**src/rtl/processor.sv**
```systemverilog
// 8-bit accumulator processor with 256x8 unified RAM and byte-serial loader.
// Optional Z/C flags and JZ/JC are enabled by defining PROC_FLAGS_EN.
module processor (
  input  logic       clk,
  input  logic       rst,
  input  logic       start,
  input  logic [7:0] data_in,
  output logic [7:0] data_out
);

  localparam logic [2:0] S_LOAD_ADDR = 3'd0;
  localparam logic [2:0] S_LOAD_DATA = 3'd1;
  localparam logic [2:0] S_FETCH     = 3'd2;
  localparam logic [2:0] S_EXEC      = 3'd3;
  localparam logic [2:0] S_HALTED    = 3'd4;

  localparam logic [7:0] OP_LDI  = 8'h01;
  localparam logic [7:0] OP_ADDI = 8'h02;
  localparam logic [7:0] OP_OUT  = 8'h03;
  localparam logic [7:0] OP_SUBI = 8'h04;
  localparam logic [7:0] OP_ANDI = 8'h05;
  localparam logic [7:0] OP_ORI  = 8'h06;
  localparam logic [7:0] OP_XORI = 8'h07;
  localparam logic [7:0] OP_JMP  = 8'h08;
  localparam logic [7:0] OP_LDA  = 8'h09;
  localparam logic [7:0] OP_STA  = 8'h0A;
`ifdef PROC_FLAGS_EN
  localparam logic [7:0] OP_JZ   = 8'h0B;
  localparam logic [7:0] OP_JC   = 8'h0C;
`endif
  localparam logic [7:0] OP_HALT = 8'hFF;

  logic [7:0] mem [256];

  logic [2:0] state_q, state_d;
  logic [7:0] pc_q, pc_d;
  logic [7:0] acc_q, acc_d;
  logic [7:0] ir_q, ir_d;
  logic [7:0] base_q, base_d;
  logic [7:0] ld_ptr_q, ld_ptr_d;
  logic [7:0] dout_q, dout_d;

  logic       mem_we;
  logic [7:0] mem_waddr;
  logic [7:0] mem_wdata;
  logic [7:0] opnd;
  logic [7:0] rd_data;
  logic [7:0] pc_inc;
  logic       acc_we;
  logic [7:0] acc_new;

  assign opnd     = mem[pc_q];
  assign rd_data  = mem[opnd];
  assign pc_inc   = pc_q + 8'd1;
  assign data_out = dout_q;

`ifdef PROC_FLAGS_EN
  logic       z_q, z_d;
  logic       c_q, c_d;
  logic [8:0] sum9;
  logic [8:0] diff9;
  assign sum9  = {1'b0, acc_q} + {1'b0, opnd};
  assign diff9 = {1'b0, acc_q} - {1'b0, opnd};
`endif

  always_comb begin
    state_d   = state_q;
    pc_d      = pc_q;
    ir_d      = ir_q;
    base_d    = base_q;
    ld_ptr_d  = ld_ptr_q;
    dout_d    = dout_q;
    mem_we    = 1'b0;
    mem_waddr = ld_ptr_q;
    mem_wdata = data_in;
    acc_we    = 1'b0;
    acc_new   = acc_q;
`ifdef PROC_FLAGS_EN
    z_d       = z_q;
    c_d       = c_q;
`endif
    unique case (state_q)
      S_LOAD_ADDR: begin
        base_d   = data_in;
        ld_ptr_d = data_in;
        state_d  = S_LOAD_DATA;
      end
      S_LOAD_DATA: begin
        if (start) begin
          pc_d    = base_q;
          state_d = S_FETCH;
        end else begin
          mem_we   = 1'b1;
          ld_ptr_d = ld_ptr_q + 8'd1;
        end
      end
      S_FETCH: begin
        ir_d    = mem[pc_q];
        pc_d    = pc_inc;
        state_d = S_EXEC;
      end
      S_EXEC: begin
        state_d = S_FETCH;
        case (ir_q)
          OP_LDI:  begin pc_d = pc_inc; acc_we = 1'b1; acc_new = opnd; end
          OP_ADDI: begin pc_d = pc_inc; acc_we = 1'b1; acc_new = acc_q + opnd; end
          OP_SUBI: begin pc_d = pc_inc; acc_we = 1'b1; acc_new = acc_q - opnd; end
          OP_ANDI: begin pc_d = pc_inc; acc_we = 1'b1; acc_new = acc_q & opnd; end
          OP_ORI:  begin pc_d = pc_inc; acc_we = 1'b1; acc_new = acc_q | opnd; end
          OP_XORI: begin pc_d = pc_inc; acc_we = 1'b1; acc_new = acc_q ^ opnd; end
          OP_LDA:  begin pc_d = pc_inc; acc_we = 1'b1; acc_new = rd_data; end
          OP_JMP:  pc_d = opnd;
          OP_STA: begin
            pc_d      = pc_inc;
            mem_we    = 1'b1;
            mem_waddr = opnd;
            mem_wdata = acc_q;
          end
          OP_OUT:  dout_d = acc_q;
          OP_HALT: state_d = S_HALTED;
`ifdef PROC_FLAGS_EN
          OP_JZ:   pc_d = z_q ? opnd : pc_inc;
          OP_JC:   pc_d = c_q ? opnd : pc_inc;
`endif
          default: ;
        endcase
      end
      S_HALTED: ;
      default: state_d = S_LOAD_ADDR;
    endcase
`ifdef PROC_FLAGS_EN
    if (acc_we) z_d = (acc_new == 8'h00);
    if (state_q == S_EXEC) begin
      case (ir_q)
        OP_ADDI: c_d = sum9[8];
        OP_SUBI: c_d = diff9[8];
        OP_ANDI, OP_ORI, OP_XORI: c_d = 1'b0;
        default: ;
      endcase
    end
`endif
  end

  assign acc_d = acc_we ? acc_new : acc_q;

  always_ff @(posedge clk) begin
    if (rst) begin
      state_q  <= S_LOAD_ADDR;
      pc_q     <= 8'h00;
      acc_q    <= 8'h00;
      ir_q     <= 8'h00;
      base_q   <= 8'h00;
      ld_ptr_q <= 8'h00;
      dout_q   <= 8'h00;
`ifdef PROC_FLAGS_EN
      z_q      <= 1'b0;
      c_q      <= 1'b0;
`endif
    end else begin
      state_q  <= state_d;
      pc_q     <= pc_d;
      acc_q    <= acc_d;
      ir_q     <= ir_d;
      base_q   <= base_d;
      ld_ptr_q <= ld_ptr_d;
      dout_q   <= dout_d;
`ifdef PROC_FLAGS_EN
      z_q      <= z_d;
      c_q      <= c_d;
`endif
    end
  end

  // RAM is never cleared; reset only suppresses the write on that edge
  always_ff @(posedge clk) begin
    if (!rst && mem_we) mem[mem_waddr] <= mem_wdata;
  end

endmodule

```
**config.mk**
```make
export PLATFORM = sky130hd
export DESIGN_NAME = processor
export DESIGN_NICKNAME = d
export VERILOG_FILES = /design/src/rtl/processor.sv
export SDC_FILE = /design/constraint.sdc
export NUM_CORES = 2
export LEC_CHECK = 0
export ABC_CLOCK_PERIOD_IN_PS = 15000
export CELL_PAD_IN_SITES_DETAIL_PLACEMENT = 2
export CELL_PAD_IN_SITES_GLOBAL_PLACEMENT = 2
export CORE_ASPECT_RATIO = 1.25
export CORE_MARGIN = 2
export CORE_UTILIZATION = 42
export CTS_CLUSTER_DIAMETER = 80
export DETAILED_ROUTE_END_ITERATION = 16
export PLACE_DENSITY_LB_ADDON = 0.1
export SLEW_MARGIN = 20
export SYNTH_ARGS = -nofsm -noshare
export SYNTH_HDL_FRONTEND = slang
export SYNTH_SLANG_ARGS = --single-unit
```
**constraint.sdc**
```tcl
create_clock -name clk -period 15 [get_ports clk]
set_input_delay 1.5 -clock clk [delete_from_list [all_inputs] [get_ports clk]]
set_output_delay 1.5 -clock clk [all_outputs]
set_load 0.01 [all_outputs]
```
==> impl_metrics.yaml <==
route:
  routed_wl_microns: 484900
  drtAntennaViolNets: 0
  drc: 0
  vias: 76840
  viasPerCell: 6.794
  dr.first_iter.drc_count: 10130
  dr.pass1.iters: 6
  drt-wirelength-per-cell_microns: 42.87
floorplanning:
  initial_utilization: 0.4224
  die-area_sq_mm: 0.2500
  rows: 203
  core-area_sq_mm: 0.2446
  dieWidth_microns: 447.6
  io_pins: 19
  die_y_microns: 558.5
clocking:
  clkTransAtPathRegs_ns: 0.07
  clkLatencyLatePin_ns: 0.97
  cts_sinks: 2107
  postCtsSetupBuffers: 0
  cts_tree: "built"
  root_buffer: "clkbuf_16"
  clk_path_buf_depth: 4
  ctsHtreeMaxLevel: 4
  cts_made_buffers: 231
  post_cts_resized: 0
  ctsHoldBuffers: 0
critical_path:
  worstPathRequired_ns: 15.77
  cp_cell_sequence: "buf_12 > buf_4 > buf_4 > mux4_2 > o22ai_1 > o21ai_0 > o2111ai_1 > a22oi_1 > o211ai_4 > inv_6 > buf_4 > nor2_4 > buf_4 > a31oi_1 > xnor2_1 > ha_1 > xnor2_1 > a221oi_1 > o211ai_1 > a211oi_1 > nor2_1"
  cpMostUsedCell: "buf_4"
  crit_fanout: 67
  worstSetupPathType: "flop to flop"
  crit_path_end_kind: "flop"
  r2r_slack_ns: 4.80
  cp_slowest_cell: "a221oi_1"
  cp_data_arrival_time_ns: 10.97
  r2r_end: "acc_q[6]"
  cp-start-kind: "flop"
  slowest_delay_ns: 1.19
  r2r_cells: 21
outcome:
  status: "completed"
timing:
  fmax_mhz: 98.05
  whs_ns: 0.4669
  setup_violations: 0
  drv_slew: 0
  post-route-min-period_ns: 10.20
  finalCritPeriodShare: 0.6799
  grt_setup_unrepaired: "no"
  clock_skew_ns: 0.05721
  fin_setup_tns_ns: 0
  hold_viol: 0
  max_slew_margin: 0.04596
  tightest_slew_ns: 1.431
yosys:
  syn_area_sq_mm: 0.1033
  synth_area_per_cell_sq_um: 13.14
  seq_area_frac_synth: 0.6067
  async_flop_share: 0
  synth_seq_cells: 2107
  ys_warn_count: 0
  ys.flop_type: "edfxtp_1"
  synth_edf_count: 2048
  postSynthCellCount: 7864
  synth.distinct_cells: 88
  synth_nets: 7903
global_routing:
  overflow: 0
  grt_pass1_wl_microns: 663100
  grt_start_max_net_pins: 168
  grt_pass1_vias: 79170
  grt_usage: 0.3836
  antenna_found_initial: 29
layout:
  fin_cells: 11310
  final_util: 0.4703
  finalNetCount: 7881
  fin_area_sq_mm: 0.1150
  area_growth_pct: 11.36
  layout_commonest_cell: "edfxtp_1"
  final_cell_mix: "edfxtp_1 (2048), nand2_1 (1682), nand3_1 (732), mux2i_1 (563), mux4_2 (499)"
  drive_gt1_frac: 0.1663
worst_hold_path:
  hold_path_startpoint: "base_q[4]"
  hp-class: "flop to flop"
  holdPathStages: 2
  hold_end: "base_q[4]"
place:
  portBuffers: 18
  place_area_sq_mm: 0.1076
  dp_cells: 10890
  finalWeightedCongestion: 0.9657
  dpl.hpwl_microns: 322500
run:
  maxCapViolCount: 0
power_and_ir_drop:
  vdd_drop_max_mv: 0.1164
  p_leak_uw: 0.03805
  p_per_area_mw_per_mm2: 160.7
sequential cells by signal, indices dropped and copies added, names as in the netlist, named ones only:
signal and count:
acc_q 8, base_q 8, data_out 8, ir_q 8
ld_ptr_q 8, mem 2048, pc_q 8, state_q 3
worst max-delay path: cells and delay by family, from the launching register on:
family	cells	cell delay, ns
AOI/OAI and AO/OA	9	5.00
buffers and inverters	6	3.04
DFF	1	0.40
muxes	1	0.35
and+or+nand+nor	2	0.35
xor gates and xnor gates	2	0.32
adders and majority gates	1	0.28
layer usage:
layer | global-route usage | share of wire | vias up
li1 | - | - | 30160
met1 | 0.4817 | 0.37 | 41250
met2 | 0.6063 | 0.46 | 4217
met3 | 0.07334 | 0.086 | 1208
met4 | 0.2529 | 0.079 | 10
met5 | 0 | 0.00012 | -
Yosys cell counts (all sizes together), types with 20 or more instances:
cell / number / area share
edfxtp: 2048 / 0.60
nand2: 1686 / 0.061
nand3: 737 / 0.036
mux2i: 563 / 0.055
mux4: 499 / 0.11
buf: 452 / 0.026
nor2: 387 / 0.014
a21oi: 182 / 0.0088
clkbuf: 167 / 0.0061
and3: 139 / 0.0084
a22oi: 116 / 0.0084
a31oi: 92 / 0.0056
o21ai: 69 / 0.0033
a311oi: 68 / 0.0058
dfxtp: 59 / 0.011
a211oi: 42 / 0.0031
a32oi: 37 / 0.0031
a221oi: 36 / 0.0031
a22o: 33 / 0.0028
nand4: 33 / 0.0021
nor3: 33 / 0.0016
ha: 27 / 0.0033
o211ai: 25 / 0.0019
inv: 24 / 0.00087
nor2b: 23 / 0.0014
a2111oi: 22 / 0.0019
mux2: 21 / 0.0023
o22ai: 20 / 0.0012
layout make-up:
class	instances	area (sq um)
Clock inverter	133	1165
Sequential cell	2107	62700
Timing Repair Buffer	364	3000
Tap cell	3280	4104
Antenna cell	11	27.53
Clock buffer	278	6185
Fill cell	23490	129600
Inverter	25	116.4
Multi-Input combinational cell	5113	37740
how the worst max path moves through the flow:
stage,slack [ns],cells past startpoint,startpoint,end
finish,4.80,21,flop,acc_q[6]
global route,5.13,21,flop,acc_q[6]
CTS,5.51,21,flop,acc_q[6]
detailed placement,5.51,21,flop,acc_q[6]
global placement,5.40,19,flop,acc_q[6]
floorplan,0.80,7,ir_q[4],mem[0][0]
through the flow:
stage,total power (uW),setup slack (ns)
after CTS,18350,5.513
after detailed placement,12640,5.514
after global routing,18820,5.125
after floorplan,9981,0.8004
after global placement,12500,5.400
final,18490,4.802
report_power, final:
group | switching, uW | internal [uW]
combinational | 4650 | 1570
sequential | 33.2 | 6470
clock | 2500 | 3270
cells by family after synthesis:
| logic type | Yosys count | synth area share |
|---|---|---|
| compound gates | 861 | 0.05927 |
| fa+ha+maj | 28 | 0.003464 |
| flops | 2107 | 0.6067 |
| simple gates | 3121 | 0.1301 |
| buf+inv | 644 | 0.03309 |
| mux | 1083 | 0.1656 |
| xor+xnor | 20 | 0.001696 |
(Power assumes the default switching activity.)
